[config.mk]
export PLATFORM = sky130hd
export DESIGN_NAME = leading_one_scanner
export DESIGN_NICKNAME = d
export VERILOG_FILES = /design/src/rtl/leading_one_scanner_pkg.sv /design/src/rtl/leading_one_detector_n.sv /design/src/rtl/leading_one_scanner.sv
export SDC_FILE = /design/constraint.sdc
export NUM_CORES = 1
export LEC_CHECK = 0
export ABC_CLOCK_PERIOD_IN_PS = 2600
export CAP_MARGIN = 20
export CORE_AREA = 2 2 66 68
export DETAILED_ROUTE_END_ITERATION = 8
export DIE_AREA = 0 0 68 70
export PLACE_DENSITY = 0.78
export SLEW_MARGIN = 20
export SYNTH_ARGS = -nofsm -noshare
export SYNTH_HDL_FRONTEND = slang
export SYNTH_SLANG_ARGS = --single-unit
[constraint.sdc]
create_clock -name clk -period 2.6 [get_ports clk]
set_input_delay 0.52 -clock clk [delete_from_list [all_inputs] [get_ports clk]]
set_output_delay 0.52 -clock clk [all_outputs]
set_load 0.005 [all_outputs]
[src/rtl/leading_one_scanner_pkg.sv]
`default_nettype none
// ============================================================================
//  Module      : leading_one_scanner_pkg
//  Description : Shared state encoding and popcount helper for the
//                streaming leading-one scanner.
//  Revision    : 1.0 - initial release
// ============================================================================
package leading_one_scanner_pkg;

    // Two-state scanner control: waiting for a mask, or emitting its indices.
    typedef enum logic [0:0] {
        S_IDLE = 1'b0,
        S_SCAN = 1'b1
    } state_t;

    // Upper bound on mask width handled by the popcount helper; callers
    // zero-extend their mask to this width.
    localparam int POP_MAX_W = 1024;

    // Number of set bits in a zero-extended mask.
    function automatic int unsigned popcount(input logic [POP_MAX_W-1:0] v);
        int unsigned n;
        n = 0;
        for (int i = 0; i < POP_MAX_W; i++) begin
            n += {31'd0, v[i]};
        end
        return n;
    endfunction

endpackage : leading_one_scanner_pkg
`default_nettype wire

[src/rtl/leading_one_detector_n.sv]
`default_nettype none
// ============================================================================
//  Module      : leading_one_detector_n
//  Description : Combinational priority encoder built as a balanced binary
//                tree. Reports the index of the highest-priority set bit,
//                whether any bit is set, and whether exactly one bit is set.
//  Revision    : 1.0 - initial release
// ============================================================================
module leading_one_detector_n #(
    parameter int WIDTH     = 16,
    parameter bit LSB_FIRST = 1'b0,
    parameter int IDX_W     = $clog2(WIDTH)
) (
    input  logic [WIDTH-1:0] mask_i,
    output logic [IDX_W-1:0] idx_o,
    output logic             any_o,
    output logic             single_o
);

    // Tree is built over a power-of-two padded vector stored as a heap:
    // node n has children 2n+1 (lower positions) and 2n+2 (upper positions).
    localparam int LEVELS = IDX_W;
    localparam int PAD    = 1 << IDX_W;
    localparam int NODES  = 2 * PAD - 1;

    // Mask re-ordered so that position 0 always carries the highest priority.
    logic [WIDTH-1:0] w_scan;
    logic [NODES-1:0] w_any;
    logic [NODES-1:0] w_many;
    logic [IDX_W-1:0] w_idx [NODES];
    logic [IDX_W-1:0] w_pos;

    genvar gi, gd, gk;

    for (gi = 0; gi < WIDTH; gi++) begin : g_order
        assign w_scan[gi] = LSB_FIRST ? mask_i[gi] : mask_i[WIDTH-1-gi];
    end

    // Leaves: padding positions beyond WIDTH are tied off so that unused
    // index codes can never win.
    for (gk = 0; gk < PAD; gk++) begin : g_leaf
        if (gk < WIDTH) begin : g_real
            assign w_any[PAD-1+gk] = w_scan[gk];
        end else begin : g_pad
            assign w_any[PAD-1+gk] = 1'b0;
        end
        assign w_many[PAD-1+gk] = 1'b0;
        assign w_idx[PAD-1+gk]  = '0;
    end

    // Internal nodes: the lower half wins when it has any set bit, otherwise
    // the upper half's index is offset by half this subtree's span.
    for (gd = 0; gd < LEVELS; gd++) begin : g_lvl
        for (gk = 0; gk < (1 << gd); gk++) begin : g_node
            localparam int N  = (1 << gd) - 1 + gk;
            localparam int LO = 2 * N + 1;
            localparam int HI = 2 * N + 2;
            localparam int L  = LEVELS - gd;
            assign w_any[N]  = w_any[LO] | w_any[HI];
            assign w_many[N] = w_many[LO] | w_many[HI] | (w_any[LO] & w_any[HI]);
            assign w_idx[N]  = w_any[LO] ? w_idx[LO]
                                         : (w_idx[HI] | IDX_W'(1 << (L - 1)));
        end
    end

    assign w_pos    = w_idx[0];
    assign any_o    = w_any[0];
    assign single_o = w_any[0] & ~w_many[0];
    assign idx_o    = LSB_FIRST ? w_pos : (IDX_W'(WIDTH - 1) - w_pos);

endmodule : leading_one_detector_n
`default_nettype wire

[src/rtl/leading_one_scanner.sv]
`default_nettype none
// ============================================================================
//  Module      : leading_one_scanner
//  Description : Accepts a lane mask over valid/ready and streams out the
//                index of every set bit, one per beat, in priority order.
//                All outputs are decoded from registered state only.
//  Revision    : 1.0 - initial release
// ============================================================================
module leading_one_scanner
    import leading_one_scanner_pkg::*;
#(
    parameter int WIDTH     = 16,
    parameter bit LSB_FIRST = 1'b0,
    parameter int IDX_W     = $clog2(WIDTH),
    parameter int CNT_W     = $clog2(WIDTH + 1)
) (
    input  logic             clk,
    input  logic             reset,
    input  logic             flush,
    input  logic             in_valid,
    output logic             in_ready,
    input  logic [WIDTH-1:0] in_mask,
    output logic             out_valid,
    input  logic             out_ready,
    output logic [IDX_W-1:0] out_idx,
    output logic             out_last,
    output logic             out_zero,
    output logic [CNT_W-1:0] out_cnt
);

    state_t           state_q, state_d;
    logic [WIDTH-1:0] rem_q,   rem_d;
    logic [CNT_W-1:0] cnt_q,   cnt_d;
    logic             zero_q,  zero_d;

    logic             w_scan;
    logic [IDX_W-1:0] w_det_idx;
    logic             w_any;
    logic             w_single;
    logic [WIDTH-1:0] w_clr;

    leading_one_detector_n #(
        .WIDTH     (WIDTH),
        .LSB_FIRST (LSB_FIRST),
        .IDX_W     (IDX_W)
    ) u_lod (
        .mask_i   (rem_q),
        .idx_o    (w_det_idx),
        .any_o    (w_any),
        .single_o (w_single)
    );

    // Output decode; an empty remainder (zero mask) reports index 0.
    assign w_scan    = (state_q == S_SCAN);
    assign in_ready  = ~w_scan;
    assign out_valid = w_scan;
    assign out_idx   = (w_scan & w_any) ? w_det_idx : '0;
    assign out_last  = w_scan & (w_single | ~w_any);
    assign out_zero  = w_scan & zero_q;
    assign out_cnt   = out_last ? cnt_q : '0;

    // One-hot of the bit being emitted, cleared from the remainder on accept.
    assign w_clr = {{(WIDTH-1){1'b0}}, 1'b1} << out_idx;

    // Next-state: flush overrides both handshakes.
    always_comb begin
        state_d = state_q;
        rem_d   = rem_q;
        cnt_d   = cnt_q;
        zero_d  = zero_q;
        if (flush) begin
            state_d = S_IDLE;
            rem_d   = '0;
            cnt_d   = '0;
            zero_d  = 1'b0;
        end else begin
            case (state_q)
                S_IDLE: begin
                    if (in_valid) begin
                        state_d = S_SCAN;
                        rem_d   = in_mask;
                        cnt_d   = CNT_W'(popcount(POP_MAX_W'(in_mask)));
                        zero_d  = (in_mask == '0);
                    end
                end
                S_SCAN: begin
                    if (out_ready) begin
                        rem_d = rem_q & ~w_clr;
                        if (out_last) begin
                            state_d = S_IDLE;
                        end
                    end
                end
                default: begin
                    state_d = S_IDLE;
                end
            endcase
        end
    end

    // State and datapath registers with asynchronous reset.
    always_ff @(posedge clk or posedge reset) begin
        if (reset) begin
            state_q <= S_IDLE;
            rem_q   <= '0;
            cnt_q   <= '0;
            zero_q  <= 1'b0;
        end else begin
            state_q <= state_d;
            rem_q   <= rem_d;
            cnt_q   <= cnt_d;
            zero_q  <= zero_d;
        end
    end

endmodule : leading_one_scanner
`default_nettype wire
## After elaboration in Yosys (flattened, before gate mapping)

Cells that the tools add are included.

| storage, ports and cells | value |
|---|---|
| input bits | 21 |
| ROM bits | 0 |
| latch bits | 0 |
| bits in registers | 23 |
| RAM bits | 0 |
| output and inout bits | 13 |
| memories kept | 0 |

| operators by class | value |
|---|---|
| bitwise gates (word level) | 54 |
| shift-type cells | 1 |
| multipliers | 0 |
| multiplexer cells | 32 |
| div/mod/pow operators | 0 |
| equal/unequal tests | 3 |
| $add $sub $neg | 16 |
| reductions and logical operators | 4 |
| order comparisons | 0 |

Operators by type and width:

| cell | number |
|---|---|
| $add A5 B1 Y5 | 11 |
| $mux W16 | 3 |
| $pmux W16 S2 | 1 |
| $or A1 B1 Y1 | 30 |
| $mux W5 | 4 |
| $and A1 B1 Y1 | 19 |
| $and A16 B16 Y16 | 1 |
| $logic_not A16 Y1 | 1 |
| $mux W4 | 4 |
| $not A16 Y16 | 1 |
| $shl A1 B4 Y16 const A | 1 |
| $mux W1 | 15 |
| $mux W2 | 3 |
| $ne A3 B3 Y1 const B | 2 |
| $add A4 B1 Y5 | 1 |
| $add A3 B1 Y4 | 1 |
| $reduce_and A2 Y1 | 2 |
| $sub A4 B4 Y4 const A | 1 |
| $add A2 B1 Y3 | 1 |
| $mux W3 | 1 |
| $not A1 Y1 | 3 |
| $add A1 B1 Y2 | 1 |
| $ne A2 B2 Y1 const B | 1 |
| $pmux W1 S2 | 1 |
| $reduce_bool A2 Y1 | 1 |

## Depth between registers and ports, before layout

Gate-level depths: netlist (run 1).

| depth | value |
|---|---|
| word-level depth | 18 |
| gate-level depth with buffers | 14 |
| mapped depth without buffers | 14 |

## By module

Synthesis (run 1) repeated with hierarchy kept, for this count alone.

| unflattened totals | value |
|---|---|
| cell total of the unflattened synthesis | 234 |
| area total of the unflattened synthesis | 2085.8 sq um |

By module, submodules not included:

| module | sequential area each (sq um) | area an instance (sq um) | cells an instance | times used |
|---|---|---|---|---|
| leading_one_scanner | 575.6 | 1786.7 | 193 | 1 |
| leading_one_detector_n | 0.0 | 299.0 | 41 | 1 |

## Worst setup path after synthesis (run 1)

Ideal clock, no wire load.

| path | value |
|---|---|
| kind | input-to-reg |
| from | in in_mask[0] |
| to | reg cnt_q[4] |
| setup time | 0.118 ns |
| required time | 2.482 ns |
| setup slack | -0.990 ns |
| arrival | 3.472 ns |
| cell stages on the path | 12 |
| cell sequence | inv_1 fa_1 fa_1 fa_1 fa_1 inv_1 ha_1 fa_1 a21oi_1 nor2_1 a21oi_1 nor2_1 |

| on the way | value |
|---|---|
| cells in the longest elaborated chain, start to end | 18 |

Ends and longest elaborated chain:

| what | RTL line | source |
|---|---|---|
| from (decl) | leading_one_scanner.sv:22 | `input logic [WIDTH-1:0] in_mask,` |
| $add A1 B1 Y2 | leading_one_scanner_pkg.sv:25 | `n += {31'd0, v[i]};` |
| $add A2 B1 Y3 | leading_one_scanner_pkg.sv:25 |  |
| $add A3 B1 Y4 | leading_one_scanner_pkg.sv:25 |  |
| $add A4 B1 Y5 | leading_one_scanner_pkg.sv:25 |  |
| $add A5 B1 Y5 (11 in series) | leading_one_scanner_pkg.sv:25 |  |
| $mux W5 | leading_one_scanner.sv:79 | `if (in_valid) begin` |
| $mux W5 | leading_one_scanner.sv:77 | `case (state_q)` |
| $mux W5 | leading_one_scanner.sv:71 | `if (flush) begin` |
| to (signal assigned) | leading_one_scanner.sv:111 | `cnt_q <= cnt_d;` |
| to (decl) | leading_one_scanner.sv:33 | `logic [CNT_W-1:0] cnt_q, cnt_d;` |

Every way passes these cells. The select of a mux whose other input is x is not followed.
A chain may end at the register's enable or synchronous reset.

## Worst setup path in the final report (run 1)

| path | value |
|---|---|
| from | in in_mask[7] |
| to | reg cnt_q[4] |

| on the way | value |
|---|---|
| cells in the longest elaborated chain, start to end | 12 |

Ends and longest elaborated chain:

| what | RTL line |
|---|---|
| $add A5 B1 Y5 (9 in series) | leading_one_scanner_pkg.sv:25 |
| $mux W5 | leading_one_scanner.sv:79 |
| $mux W5 | leading_one_scanner.sv:77 |
| $mux W5 | leading_one_scanner.sv:71 |

Every way passes these cells. The select of a mux whose other input is x is not followed.

==> results.tsv, run 1 <==
stage	metric	value	unit
worst_setup_path	startpoint	in_mask[7]	
global_routing	grt_pass1_vias	2264	
synth	syn_inst	239	
floorplan	core_area	4144	um^2
synth	yosys.cell_types.count	49	
worst_setup_path	crit_path_start_kind	primary input	
global_routing	grt_pass1_wl	10820	um
sta	max_slew.worst_pin.slew	0.7002	ns
worst_setup_path	cp_slowest_stage_delay	0.61	ns
sta	setup_violations	11	
status	violations	setup timing	
detailed_routing	wl_per_cell	17.79	um
hold_path	hp-start	cnt_q[1]$_DFFE_PP0P_	
floorplan	die-area	4760	um^2
synth	yosys_register_bits	23	
sta	skew	0.007541	ns
placement	place.gp.congestion	0.9386	
sta	setup_slack	-0.8489	ns
sta	slew-limit-headroom	53.27	%
global_routing	antenna_found_initial	0	
worst_setup_path	critPathSlowestCell	fa_2	
clock_network	cts_root_buf	clkbuf_8	
sta	rsz0062_at_grt	yes	
layout	final_util	70.95	%
floorplan	start_util	50.54	%
clock_network	cts_sinks	23	
worst_setup_path	r2r-start	rem_q[9]$_DFFE_PP0P_	
layout	nets	358	
floorplan	io_pins	34	
layout	multi_input_area	1338	um^2
status	status	complete, but fails checks	
run	max_cap_violations	0	
synth	ys_seq_area_share	27.48	%
worst_setup_path	critPathRequiredTime	2.77	ns
sta	maxSlewViolCount	0	
clock_network	htreeDepth	1	
sta	max_freq	289.9	MHz
clock_network	ctsLongestPathBuffers	2	
placement	place_ws	-1.706	ns
detailed_routing	via_per_inst	5.957	
layout	layout_common_cells	buf_4 (58), nand2_1 (29), dfrtp_1 (22)	
floorplan	die_width	68	um
clock_network	cts_tree	done	
hold_path	hp-class	reg2reg	
placement	dp_hpwl	5182	um
worst_setup_path	crit_chain	buf_8 > inv_4 > fa_1 > fa_2 > fa_2 > fa_1 > inv_2 > ha_4 > fa_2 > a21oi_2 > nor2_1 > a21oi_1 > nor2_1	
global_routing	grt_usage	30.46	%
layout	drive_gt1_share	32.81	%
layout	final_cells	372	
layout	seq_area	576.8	um^2
sta	hold_viol	0	
layout	fillers	329	
floorplan	die_h	70	um
pwr	power_density	553.7	nW/um^2
clock_network	clkTransAtPathRegs	0.10	ns
placement	port-buffer-count	33	
sta	fin_crit	3.449	ns
sta	whs	0.5286	ns
global_routing	grt-ovfl-total	0	
placement	dp_cells	364	
clock_network	numCtsBuffers	3	
synth	synth-edff-count	0	
pwr	irDropWorstVdd	0.3113	mV
worst_setup_path	arrival	3.62	ns
detailed_routing	drt-initial-drc-count	210	
layout	layout_commonest_cell	buf_4	
worst_setup_path	r2r_slack	0.37	ns
synth	synth_ff_type	dfrtp_1	
synth	synth_area_per_cell	8.764	um^2
detailed_routing	remaining_drc_errors	0	
sta	finalCritPeriodShare	132.7	%
detailed_routing	first_pass_iters	6	
detailed_routing	detail-route-antenna-nets	0	
synth	syn-num-nets	276	
synth	synthArstFlopShare	100.0	%
worst_setup_path	critPathMaxFanout	2	
clock_network	ctsHoldBuffers	0	
layout	syn2layout_area_growth	40.38	%
floorplan	rows	24	
pwr	p_leak	1.366	nW
detailed_routing	routed_wl	6617	um
layout	n_antenna_cell	0	
synth	netlist_area	2095	um^2
worst_setup_path	cp_common_cell	fa_2	
global_routing	grt_max_degree	24	
synth	yosysWarnings	0	
worst_setup_path	endpoint_kind	flop	
detailed_routing	via_count	2216	
worst_setup_path	worst-setup-path-type	in2reg	
clock_network	clock_latency	0.27	ns
what timing repair did:
action | 4_1_cts | 5_1_grt
endpoints found under the setup margin | 13 | 12
pin swaps | 17 | 17
cloned | 0 | 0
buffers inserted | 4 | 0
resized for setup | 64 | 8
critical path: cells and delay by family:
family	cells	cell delay [ns]
AND/OR/NAND/NOR	2	0.10
adder cells (fa/ha/maj)	6	2.61
buffers and inverters	3	0.16
AO/OA/AOI/OAI	2	0.24
power by group:
part           total (W)  internal [W]  switching [W]
sequential      0.000434      0.000395      0.0000390
combinational   0.000954      0.000475       0.000479
clock           0.000240      0.000109       0.000131
total            0.00163      0.000979       0.000649
routing by layer:
layer / vias up / wire length [um] / GRT usage (%)
met5: - / 0 / 0
met3: 30 / 566 / 6.602
met4: 0 / 287 / 15.11
li1: 1015 / - / -
met2: 125 / 3175 / 48.00
met1: 1046 / 2588 / 38.67
sequential cells by signal, summed over array words and instances, names as in the netlist:
signal     count
rem_q         16
zero_q         1
out_valid      1
cnt_q          5
area by class of cell:
cell class	count	area share (%)
clock buffers	3	1.404
well taps	52	2.213
inverters	31	4.383
multi-input cells	170	45.49
clock inverters	1	0.2553
repair buffers	92	26.64
flip-flops and latches	23	19.62
final timing paths:
path,end,depth (start not counted)
hold reg to reg,cnt_q[1]$_DFFE_PP0P_,2
max in group asynchronous,rem_q[10]$_DFFE_PP0P_,3
setup reg to reg,rem_q[6]$_DFFE_PP0P_,7
setup / recovery,cnt_q[4]$_DFFE_PP0P_,13
hold / removal,cnt_q[1]$_DFFE_PP0P_,2
min in group asynchronous,out_valid$_DFF_PP0_,3
synthesized netlist by cell type (3+ instances only):
library cell   n  area, um^2
nor4b_1        3       26.28
nor4_1         5       31.28
o22ai_1        3       18.77
inv_1         31       116.4
fa_1          10       200.2
nor4_4         3       63.81
o211ai_1       5       37.54
o311ai_0       6       52.55
buf_6          7       78.83
a22oi_1       14       105.1
nand2_1       30       112.6
nand3_1        6       30.03
and2_1         6       37.54
a211oi_1       4       30.03
ha_1           6       75.07
a21oi_1       13       65.06
dfrtp_1       23       575.6
o21ai_0        7       35.03
clkbuf_1       4       15.01
nor2_1        17       63.81
logic make-up (layout without fill, tap and decap cells):
logic type / after synthesis / count (layout) / synth area share [%]
XOR/XNOR: 2 / 2 / 0.8365
flip-flops: 23 / 23 / 27.48
AND/OR/NAND/NOR: 83 / 83 / 22.04
buffers and inverters: 46 / 127 / 11.53
AO/OA/AOI/OAI: 69 / 69 / 24.97
adder cells (fa/ha/maj): 16 / 16 / 13.14
through the flow:
stage                     cell area (um^2)  total power, W  TNS (ns)
after detailed placement              2804        0.001319    -8.258
after global routing                  2940        0.001741    -6.959
final                                 2940        0.001628    -6.028
after global placement                2804        0.001267    -7.654
after floorplan                       2121       0.0009555    -3.825
after CTS                             2894        0.001601    -5.976
Note: power is estimated with default switching activity, not from simulation.
==> run 2, diff against run 1 <==
--- a/config.mk
+++ b/config.mk
@@ -14,4 +14,5 @@
 export SLEW_MARGIN = 20
 export SYNTH_ARGS = -nofsm -noshare
 export SYNTH_HDL_FRONTEND = slang
+export SYNTH_HIERARCHICAL = 1
 export SYNTH_SLANG_ARGS = --single-unit
==> results.tsv, run 2 <==
stage	metric	value	unit	change
pwr	power_density	562.3	nW/um^2	was 553.7 nW/um^2
pwr	internal-power	0.001104	W	was 0.0009790 W
placement	place.gp.congestion	0.8558		was 0.9386
floorplan	rows	24		unchanged
sta	fin_crit	3.479	ns	was 3.449 ns
clock_network	cts_sinks	23		unchanged
synth	synth-compound-area-share	17.52	%	was 24.97%
synth	synth_top_cell_area_share	27.59	%	was 27.48%
layout	fillers	278		was 329
detailed_routing	detail-route-antenna-nets	0		unchanged
layout	layout_commonest_cell	buf_4		unchanged
global_routing	antenna_found_initial	0		unchanged
synth	synth_most_common_cell	inv_1		unchanged
detailed_routing	drt-initial-drc-count	221		was 210
sta	rsz0062_at_grt	yes		unchanged
clock_network	cts_tree	done		unchanged
layout	layout_common_cells	buf_4 (62), dfrtp_1 (22), buf_6 (22)		was buf_4 (58), nand2_1 (29), dfrtp_1 (22)
sta	slew-limit-headroom	44.63	%	was 53.27%
pwr	irDropWorstVdd	0.4801	mV	was 0.3113 mV
synth	synth-edff-count	0		unchanged
sta	setup_slack	-0.8789	ns	was -0.8489 ns
pwr	p_switching	0.0006791	W	was 0.0006492 W
synth	synth_ff_type	dfrtp_1		unchanged
status	status	complete, but fails checks		unchanged
floorplan	io_pins	34		unchanged
sta	hold_viol	0		unchanged
sta	setup_violations	11		unchanged
pwr	seqPwrFrac	24.0	%	was 26.7%
worst_setup_path	critPathMaxFanout	2		unchanged
clock_network	clkTransAtPathRegs	0.08	ns	was 0.10 ns
global_routing	grt_usage	27.30	%	was 30.46%
pwr	total_power	0.001783	W	was 0.001628 W
layout	largestRegisters	rem_q (16), cnt_q (5)		unchanged
synth	yosys_register_bits	23		unchanged
synth	synth_top_family_by_area	simple AND/OR/NAND/NOR gates		was compound AO/OA/AOI/OAI gates
run	max_cap_violations	0		unchanged
detailed_routing	via_per_inst	6.003		was 5.957
floorplan	die_h	70	um	unchanged
placement	port-buffer-count	33		unchanged
synth	yosys.cell_types.count	55		was 49
sta	maxSlewViolCount	0		unchanged
layout	drive_gt1_share	42.73	%	was 32.81%
synth	netlist_area	2086	um^2	was 2095 um^2
clock_network	numCtsBuffers	3		unchanged
worst_setup_path	critPathRequiredTime	2.76	ns	was 2.77 ns
sta	max_freq	287.5	MHz	was 289.9 MHz
sta	tns	-5.023	ns	was -6.028 ns
floorplan	start_util	50.33	%	was 50.54%
sta	finalCritPeriodShare	133.8	%	was 132.7%
clock_network	htreeDepth	1		unchanged
pwr	p_sw_share	38.09	%	was 39.87%
synth	ys_seq_area_share	27.59	%	was 27.48%
layout	n_antenna_cell	0		unchanged
detailed_routing	via_count	2293		was 2216
layout	final_util	76.51	%	was 70.95%
sta	skew	0.002823	ns	was 0.007541 ns
status	violations	setup timing		unchanged
synth	yosysWarnings	6		was 0
worst_setup_path	worst-setup-path-type	in2reg		unchanged
synth	yosys.area_share.xor_xnor	1.260	%	was 0.8363%
pwr	p_clk_share	12.5	%	was 14.7%
synth	syn_inst	234		was 239
clock_network	ctsLongestPathBuffers	2		unchanged
detailed_routing	routed_wl	6649	um	was 6617 um
sta	max_slew.worst_pin.slew	0.8270	ns	was 0.7002 ns
layout	max_flop_register	rem_q		unchanged
synth	synthArstFlopShare	100.0	%	unchanged
detailed_routing	wl_per_cell	17.41	um	was 17.79 um
worst_setup_path	arrival	3.64	ns	was 3.62 ns
pwr	p_leak	1.491	nW	was 1.366 nW
global_routing	grt-ovfl-total	0		unchanged
global_routing	grt_max_degree	24		unchanged
clock_network	cts_root_buf	clkbuf_8		unchanged
placement	place_ws	-1.645	ns	was -1.706 ns
placement	dp_hpwl	4450	um	was 5182 um
global_routing	grt_pass1_wl	10050	um	was 10820 um
detailed_routing	first_pass_iters	4		was 6
pwr	combPwrFrac	63.5	%	was 58.6%
global_routing	grt_pass1_vias	2233		was 2264
layout	syn2layout_area_growth	52.01	%	was 40.38%
synth	synth_area_per_cell	8.913	um^2	was 8.764 um^2
detailed_routing	remaining_drc_errors	0		unchanged
synth	synthTopCellsByArea	dfrtp_1 (28%), fa_1 (9.6%), nand4b_1 (5.9%), inv_1 (5.6%), o211ai_1 (4.3%)		was dfrtp_1 (27%), fa_1 (9.6%), inv_1 (5.6%), nand2_1 (5.4%), a22oi_1 (5.0%)
synth	synth_top_area_cell	dfrtp_1		unchanged
layout	largest_register_ff_count	16		unchanged
synth	synthAdderAreaFrac	13.20	%	was 13.14%
layout	nets	368		was 358
synth	muxShareOfSynthArea	0.4799	%	was 0%
synth	syn-num-nets	271		was 276
clock_network	ctsHoldBuffers	0		unchanged
hold_path	hp-class	reg2reg		unchanged
clock_network	clock_latency	0.26	ns	was 0.27 ns
synth	synthTopCellsByCount	inv_1 (31), dfrtp_1 (23), nand2_1 (22)		was inv_1 (31), nand2_1 (30), dfrtp_1 (23)
floorplan	die_width	68	um	unchanged
worst_setup_path	endpoint_kind	flop		unchanged
floorplan	core_area	4144	um^2	unchanged
floorplan	die-area	4760	um^2	unchanged
worst_setup_path	crit_path_start_kind	primary input		unchanged
synth	yosys.area_share.simple	30.29	%	was 22.04%
run 2: cell count changes after synthesis, moves of 4 or more:
cell,before,now
buf_6,7,3
nor2_1,17,7
nand3_1,6,16
a21oi_1,13,6
nand2_1,30,22
o211ai_1,5,12
a22oi_1,14,2
o311ai_0,6,2
nand4b_1,0,14
buf_2,0,5
run 2: path summary, 6_finish.rpt:
kind	start	endpoint	slack, ns	cells after the start
worst min-delay path	cnt_q[3]$_DFFE_PP0P_	cnt_q[3]$_DFFE_PP0P_	0.52	1
worst max-delay path	in_mask[0]	cnt_q[3]$_DFFE_PP0P_	-0.88	11
worst min register to register	cnt_q[3]$_DFFE_PP0P_	cnt_q[3]$_DFFE_PP0P_	0.52	1
worst max register to register	rem_q[14]$_DFFE_PP0P_	rem_q[3]$_DFFE_PP0P_	0.09	10
max in group asynchronous	reset	rem_q[12]$_DFFE_PP0P_	1.75	3
min in group asynchronous	reset	out_valid$_DFF_PP0_	0.59	3
run 2: kinds of logic after synthesis:
kind of cell | Yosys count
XOR/XNOR | 3
buffers and inverters | 44
AND/OR/NAND/NOR | 99
adder cells (fa/ha/maj) | 16
multiplexers | 1
flip-flops | 23
AO/OA/AOI/OAI | 48
run 2: layout make-up:
class | instances | area, um^2 | share of cell area [%]
multi-input combinational | 167 | 1443 | 45.50
timing repair buffer | 105 | 912.1 | 28.77
sequential | 23 | 576.8 | 18.19
inverter | 31 | 128.9 | 4.065
tap | 52 | 65.06 | 2.052
clock buffer | 4 | 45.04 | 1.421
run 2: timing repair:
item	in CTS	in global routing
pin swaps	29	24
buffers inserted	12	6
endpoints found under the setup margin	15	17
resized for setup	116	21
run 2: layer usage:
| metal | up-vias | track usage, % | routed length [um] | share of wire (%) |
|---|---|---|---|---|
| li1 | 1036 | - | - | - |
| met1 | 1121 | 35.33 | 2561 | 39 |
| met2 | 116 | 47.36 | 3497 | 53 |
| met3 | 20 | 2.254 | 391 | 5.9 |
| met4 | 0 | 8.444 | 199 | 3.0 |
| met5 | - | 0 | 0 | 0 |
run 2: stage by stage:
step                      instances  area [um^2]  hold WS [ns]
after CTS                       378         3049        0.5042
after floorplan                 234         2116        0.4577
final                           382         3171        0.5220
after detailed placement        362         2846        0.4783
after global routing            382         3171        0.5557
after global placement          362         2846        0.4803
run 2: power groups by stage:
stage,logic (W),registers (W),clock network [W]
after floorplan,0.000532,0.000437,0
after global placement,0.000867,0.000428,0
after detailed placement,0.000896,0.000429,0
after CTS,0.00101,0.000425,0.000221
after global routing,0.00122,0.000432,0.000235
final,0.00113,0.000427,0.000223
run 2: worst max-delay path, stage by stage:
cell	delay [ns]
buf_8	0.08
inv_4	0.03
fa_1	0.51
fa_2	0.59
fa_2	0.44
fa_1	0.54
inv_2	0.05
ha_4	0.15
and3_4	0.14
or3_4	0.31
a32o_1	0.26
